**src/rtl/dmem_arb_pkg.sv**
```systemverilog
// dmem_arb_pkg: shared definitions for the data-memory arbiter.
//   - default address/data widths
//   - port-index constants (CPU is port 0, DMA/loader is port 1)
//   - grant-select encoding used by the arbitration logic
//   - width of the per-port starvation counters (large enough for MAX_WAIT up to 15)
package dmem_arb_pkg;

    localparam int ADDR_W_DEF = 8;
    localparam int DATA_W_DEF = 32;
    localparam int CNT_W      = 4;

    localparam logic PORT_CPU = 1'b0;
    localparam logic PORT_DMA = 1'b1;

    typedef enum logic [1:0] {
        GNT_NONE = 2'd0,
        GNT_P0   = 2'd1,
        GNT_P1   = 2'd2
    } gnt_sel_e;

endpackage

```
**src/rtl/dmem_arbiter_wait_ctr.sv**
```systemverilog
// arb_wait_ctr: saturating starvation counter, one instance per requester.
// Ports:
//   clk, rst_n : clock, synchronous active-low reset
//   inc        : requester is asking and was not granted this cycle
//   clr        : requester was granted or is not asking
//   sat        : counter has reached MAX_WAIT (force-grant candidate)
module arb_wait_ctr
    import dmem_arb_pkg::*;
#(
    parameter int MAX_WAIT = 4
) (
    input  logic clk,
    input  logic rst_n,
    input  logic inc,
    input  logic clr,
    output logic sat
);

    logic [CNT_W-1:0] cnt;

    assign sat = (cnt == CNT_W'(MAX_WAIT));

    always_ff @(posedge clk) begin
        if (!rst_n || clr) begin
            cnt <= '0;
        end else if (inc && !sat) begin
            cnt <= cnt + CNT_W'(1);
        end
    end

endmodule

```
**src/rtl/dmem_arbiter.sv**
```systemverilog
// dmem_arbiter: shares the single-ported data_mem between the CPU (port 0)
// and the debug/loader DMA (port 1). At most one access is granted per cycle;
// read data is registered and returned the cycle after the grant.
//
// Handshake: a requester raises pN_req with pN_we/pN_addr/pN_wdata stable and
// holds them until it sees pN_gnt=1 in the same cycle; the access happens on
// the clk edge that closes a cycle with req && gnt. pN_rvalid is a one-cycle
// pulse with no back-pressure; pN_rdata holds until the next read grant.
//
// Ports:
//   clk, rst_n                      clock, synchronous active-low reset
//   pN_req/we/addr/wdata            request side of port N
//   pN_gnt                          combinational grant for port N
//   pN_rvalid/pN_rdata              registered read return for port N
//   o_mem_read_address              to data_mem r_address (combinational read)
//   o_mem_write_address/data/enable to data_mem write port
//   i_mem_read_data                 from data_mem o_data
//
// Build option: DMEM_ARB_ROUND_ROBIN_EN makes uncontested-by-starvation
// contention alternate between ports; otherwise the CPU port has priority.
module dmem_arbiter
    import dmem_arb_pkg::*;
#(
    parameter int ADDR_W   = ADDR_W_DEF,
    parameter int DATA_W   = DATA_W_DEF,
    parameter int MAX_WAIT = 4
) (
    input  logic              clk,
    input  logic              rst_n,
    input  logic              p0_req,
    input  logic              p0_we,
    input  logic [ADDR_W-1:0] p0_addr,
    input  logic [DATA_W-1:0] p0_wdata,
    output logic              p0_gnt,
    output logic              p0_rvalid,
    output logic [DATA_W-1:0] p0_rdata,
    input  logic              p1_req,
    input  logic              p1_we,
    input  logic [ADDR_W-1:0] p1_addr,
    input  logic [DATA_W-1:0] p1_wdata,
    output logic              p1_gnt,
    output logic              p1_rvalid,
    output logic [DATA_W-1:0] p1_rdata,
    output logic [ADDR_W-1:0] o_mem_read_address,
    output logic [ADDR_W-1:0] o_mem_write_address,
    output logic [DATA_W-1:0] o_mem_write_data,
    output logic              o_mem_write_enable,
    input  logic [DATA_W-1:0] i_mem_read_data
);

    gnt_sel_e sel;
    logic     sat0, sat1;

`ifdef DMEM_ARB_ROUND_ROBIN_EN
    // Starts at the DMA port so the CPU wins the first contention.
    logic last_grant;

    always_ff @(posedge clk) begin
        if (!rst_n) begin
            last_grant <= PORT_DMA;
        end else if (p0_gnt) begin
            last_grant <= PORT_CPU;
        end else if (p1_gnt) begin
            last_grant <= PORT_DMA;
        end
    end
`endif

    arb_wait_ctr #(.MAX_WAIT(MAX_WAIT)) u_wait0 (
        .clk   (clk),
        .rst_n (rst_n),
        .inc   (p0_req && !p0_gnt),
        .clr   (!p0_req || p0_gnt),
        .sat   (sat0)
    );

    arb_wait_ctr #(.MAX_WAIT(MAX_WAIT)) u_wait1 (
        .clk   (clk),
        .rst_n (rst_n),
        .inc   (p1_req && !p1_gnt),
        .clr   (!p1_req || p1_gnt),
        .sat   (sat1)
    );

    // Grant selection; the counters come from registers so there is no
    // combinational path from grant back into sat.
    always_comb begin
        sel = GNT_NONE;
        if (rst_n) begin
            if (p0_req && !p1_req) begin
                sel = GNT_P0;
            end else if (!p0_req && p1_req) begin
                sel = GNT_P1;
            end else if (p0_req && p1_req) begin
                if (sat0 && !sat1) begin
                    sel = GNT_P0;
                end else if (sat1 && !sat0) begin
                    sel = GNT_P1;
                end else if (sat0 && sat1) begin
                    sel = GNT_P0;
                end else begin
`ifdef DMEM_ARB_ROUND_ROBIN_EN
                    sel = (last_grant == PORT_DMA) ? GNT_P0 : GNT_P1;
`else
                    sel = GNT_P0;
`endif
                end
            end
        end
    end

    assign p0_gnt = (sel == GNT_P0);
    assign p1_gnt = (sel == GNT_P1);

    always_comb begin
        o_mem_read_address  = '0;
        o_mem_write_address = '0;
        o_mem_write_data    = '0;
        o_mem_write_enable  = 1'b0;
        if (p0_gnt) begin
            if (p0_we) begin
                o_mem_write_enable  = 1'b1;
                o_mem_write_address = p0_addr;
                o_mem_write_data    = p0_wdata;
            end else begin
                o_mem_read_address  = p0_addr;
            end
        end else if (p1_gnt) begin
            if (p1_we) begin
                o_mem_write_enable  = 1'b1;
                o_mem_write_address = p1_addr;
                o_mem_write_data    = p1_wdata;
            end else begin
                o_mem_read_address  = p1_addr;
            end
        end
    end

    always_ff @(posedge clk) begin
        if (!rst_n) begin
            p0_rvalid <= 1'b0;
            p0_rdata  <= '0;
            p1_rvalid <= 1'b0;
            p1_rdata  <= '0;
        end else begin
            p0_rvalid <= p0_gnt && !p0_we;
            p1_rvalid <= p1_gnt && !p1_we;
            if (p0_gnt && !p0_we) begin
                p0_rdata <= i_mem_read_data;
            end
            if (p1_gnt && !p1_we) begin
                p1_rdata <= i_mem_read_data;
            end
        end
    end

endmodule

```
**config.mk**
```make
export PLATFORM = sky130hd
export DESIGN_NAME = dmem_arbiter
export DESIGN_NICKNAME = d
export VERILOG_FILES = /design/src/rtl/dmem_arb_pkg.sv /design/src/rtl/dmem_arbiter_wait_ctr.sv /design/src/rtl/dmem_arbiter.sv
export SDC_FILE = /design/constraint.sdc
export NUM_CORES = 1
export LEC_CHECK = 0
export CORE_MARGIN = 3
export CORE_UTILIZATION = 38
export CTS_CLUSTER_SIZE = 24
export DETAILED_ROUTE_END_ITERATION = 6
export GPL_TIMING_DRIVEN = 0
export PLACE_DENSITY = 0.9
export RECOVER_POWER = 50
export SYNTH_ARGS = -nofsm -noshare
export SYNTH_HDL_FRONTEND = slang
export SYNTH_SLANG_ARGS = --single-unit
export TNS_END_PERCENT = 10
```
**constraint.sdc**
```tcl
create_clock -name clk -period 6.8 [get_ports clk]
set_input_delay 1.36 -clock clk [delete_from_list [all_inputs] [get_ports clk]]
set_output_delay 1.36 -clock clk [all_outputs]
set_load 0.01 [all_outputs]
```
==> reports/qor.yml <==
cts_tree: "built"
worst-setup-path-type: "input port to primary output"
drt_pre_antenna_iters: 5
syn-instance-count: 400
r2r_cells: 7
place.gp.congestion: 0.839
timing_max_transition_violations_final: 11
holdPathStages: 2
syn-cell-area_um2: 3290
postCtsResizedCells: 0
layout.area.seq_um2: 1480
clock_power_share_pct: 36.7
synthDominantCellAreaShare_pct: 45.1
post_synth_main_area_contributors: "dfxtp_1 (45%), nand2_1 (15%), a22o_1 (13%)"
power_switching_uw: 256
cp.depth: 6
worst_slew_pin_slew_ps: 1760
critical_path_buf_inv_count: 3
max_cap_viol_count: 1
post_drt_wl_per_cell_um: 17.6
drtIter0Drc: 119
synth_top_flop_cell: "dfxtp_1"
h-tree-depth: 3
asyncSetResetFlopFracSynth_pct: 0
portion_of_total_power_attributed_to_combinational_logic_pct: 19.4
place.port_buffers: 231
postRouteWirelength_um: 13200
synth.net_count: 522
unrepaired_setup_endpoints_after_global_routing: "false"
ys.warnings.count: 0
portion_of_total_power_attributed_to_sequential_cells_pct: 43.9
switching_share_pct: 24.4
worst_path_most_repeated_cell: "clkbuf_1"
cts_post_setup_buffers_inserted: 0
hpwlAfterDp_um: 10700
timing.clock.skew_ps: 7.69
cpPeakStageDelay_ps: 1320
antenna_violating_nets_post_route: 0
n_fill_cell: 631
finalCriticalPeriod_ps: 5770
min-delay-path-class: "flop to flop"
synth.most_common_cell: "nand2_1"
grt.overflow.total: 0
diodes: 0
multi_input_comb_area_um2: 1590
max-clock-path-buffers: 2
fp.coreArea_um2: 8300
clock_latency_ps: 340
max_clock_freq_mhz: 173
power_leakage_nw: 2.35
io_pins: 235
rows: 33
groute.usage.overall_pct: 26.1
die_area_um2: 9800
worstPathCellList: "clkbuf_1 > nand2_1 > a311oi_1 > clkbuf_1 > a22o_1 > clkdlybuf4s50_1"
clk_transition_reported_paths_ps: 80
slew_headroom_pct: -17.8
crit_family: "compound AO/OA/AOI/OAI gates"
vdd_ir_drop_max_uv: 125
synth_largest_area_cell: "dfxtp_1"
hold_violations: 0
syn-mean-instance-area_um2: 8.22
cts-buffers-inserted: 9
synth.top_cells.by_count: "nand2_1 (132), dfxtp_1 (74), o21ai_0 (58), a22o_1 (48), clkbuf_1 (15)"
pin_count_of_the_biggest_net_entering_global_routing: 14
failed_checks: "max-capacitance violations, max-slew violations"
start_util_pct: 39.6
report.final.setup_viol: 0
hold_fix_buffers_at_cts: 0
count_of_flip_flops_with_a_built_in_enable_after_synthesis: 0
run_status: "complete, but fails checks"
total_power_draw_mw: 1.05
synth.distinct_cells: 35
number_of_register_bits_inferred_by_synthesis: 74
syn2layout_area_growth_pct: 79.8
detail_route.drc_violations: 0
post-place-ws_ps: 1550
timing.critical_path.required_ps: 5440
antenna_found_initial: 0
clkSinkCount: 74
final_critical_path_setup_slack_ps: 1030
cp.arrival_ps: 4410
power-per-cell-area_nw_per_um2: 177
cp-start-kind: "input port"
nets: 764
first_global_vias: 3913
timing.critical_path.slowest_stage_cell: "a311oi_1"
drive_above_1_share_pct: 4.33
grt_pass1_wl_um: 20300
synth.yosys.seq_area_share_pct: 45.1
cts.root.buffer_cell: "clkbuf_8"
die-width_um: 99.0
timing.critical_path.fanout_max: 10
dieHeight_um: 99.0
avgViaCountPerCell: 5.18
p_int_uw: 791
final.period_utilization_pct: 84.9
endpoint_kind: "primary output"
route.vias.total: 3897
tns_ps: 0
==> cells by family (layout without fill, tap and decap cells) <==
family / after synthesis / in the layout / synth area share (%)
muxes: 1 / 1 / 0.305
DFF: 74 / 74 / 45.1
xor gates and xnor gates: 5 / 5 / 1.33
and+or+nand+nor: 155 / 155 / 19.9
AOI/OAI and AO/OA: 122 / 122 / 25.4
buffers and inverters: 39 / 286 / 6.51
adders and majority gates: 4 / 4 / 1.52
==> power groups by stage <==
stage | combinational [mW] | sequential [mW] | clock, mW
2_1_floorplan | 0.0546 | 0.477 | 0
3_3_place_gp | 0.206 | 0.469 | 0
3_5_place_dp | 0.211 | 0.470 | 0
4_1_cts | 0.212 | 0.460 | 0.390
5_1_grt | 0.217 | 0.461 | 0.408
6_report | 0.204 | 0.459 | 0.384
==> worst paths after layout <==
path                                     start                    end  slack, ps
worst min-delay path              p0_rdata[15]           p0_rdata[15]        460
worst max-delay path                     rst_n  o_mem_read_address[2]       1030
worst min register to register    p0_rdata[15]           p0_rdata[15]        460
worst max register to register  u_wait1.cnt[0]            p0_rdata[5]       3680
==> cells in the final DEF, fill, tap and decap left out, types with 3 or more instances in the layout <==
cell type,count
a21oi_1,3
a22o_1,48
buf_2,7
clkbuf_1,23
clkbuf_8,10
clkdlybuf4s50_1,165
dfxtp_1,74
dlygate4sd3_1,66
ha_1,4
inv_1,5
nand2_1,132
nand4_1,3
nor2_1,6
o21ai_0,62
o21ai_1,3
xnor2_1,3
==> sequential cells by signal, summed over array words and instances (netlist names) <==
signal / flops
p0_rdata: 32
u_wait0.cnt: 4
u_wait1.cnt: 4
p0_rvalid: 1
p1_rdata: 32
p1_rvalid: 1
==> layer usage <==
metal	GRT usage (%)	wire, um	vias to the layer above
met5	0	0	-
met4	7.46	259	0
met3	9.20	1370	23
met2	42.1	6210	198
met1	33.1	5380	1806
li1	-	-	1870
==> layout make-up <==
| cell class | instances | area share, % |
|---|---|---|
| timing repair buffer | 231 | 39.1 |
| clock buffer | 11 | 2.39 |
| tap | 105 | 2.22 |
| buffer | 34 | 2.62 |
| clock inverter | 5 | 1.44 |
| multi-input combinational | 287 | 26.8 |
| sequential | 74 | 25.1 |
| inverter | 5 | 0.318 |
==> per-stage QoR <==
stage,hold slack (ps),std cells,area (um2),util (%)
floorplan,450,400,3290,-
global placement,436,736,5730,69.0
detailed placement,445,736,5730,69.0
CTS,456,752,5960,71.8
global route,473,752,5910,71.2
finish,457,752,5910,71.2
==> worst register-to-register path, cell delays in order, from the launching register on <==
cell and delay, ps:
dfxtp_1 360, inv_1 80, ha_1 260, and3b_1 230, a311oi_1 1410, clkbuf_1 500
nand2_1 100, o21ai_0 110
(Power assumes the default switching activity.)
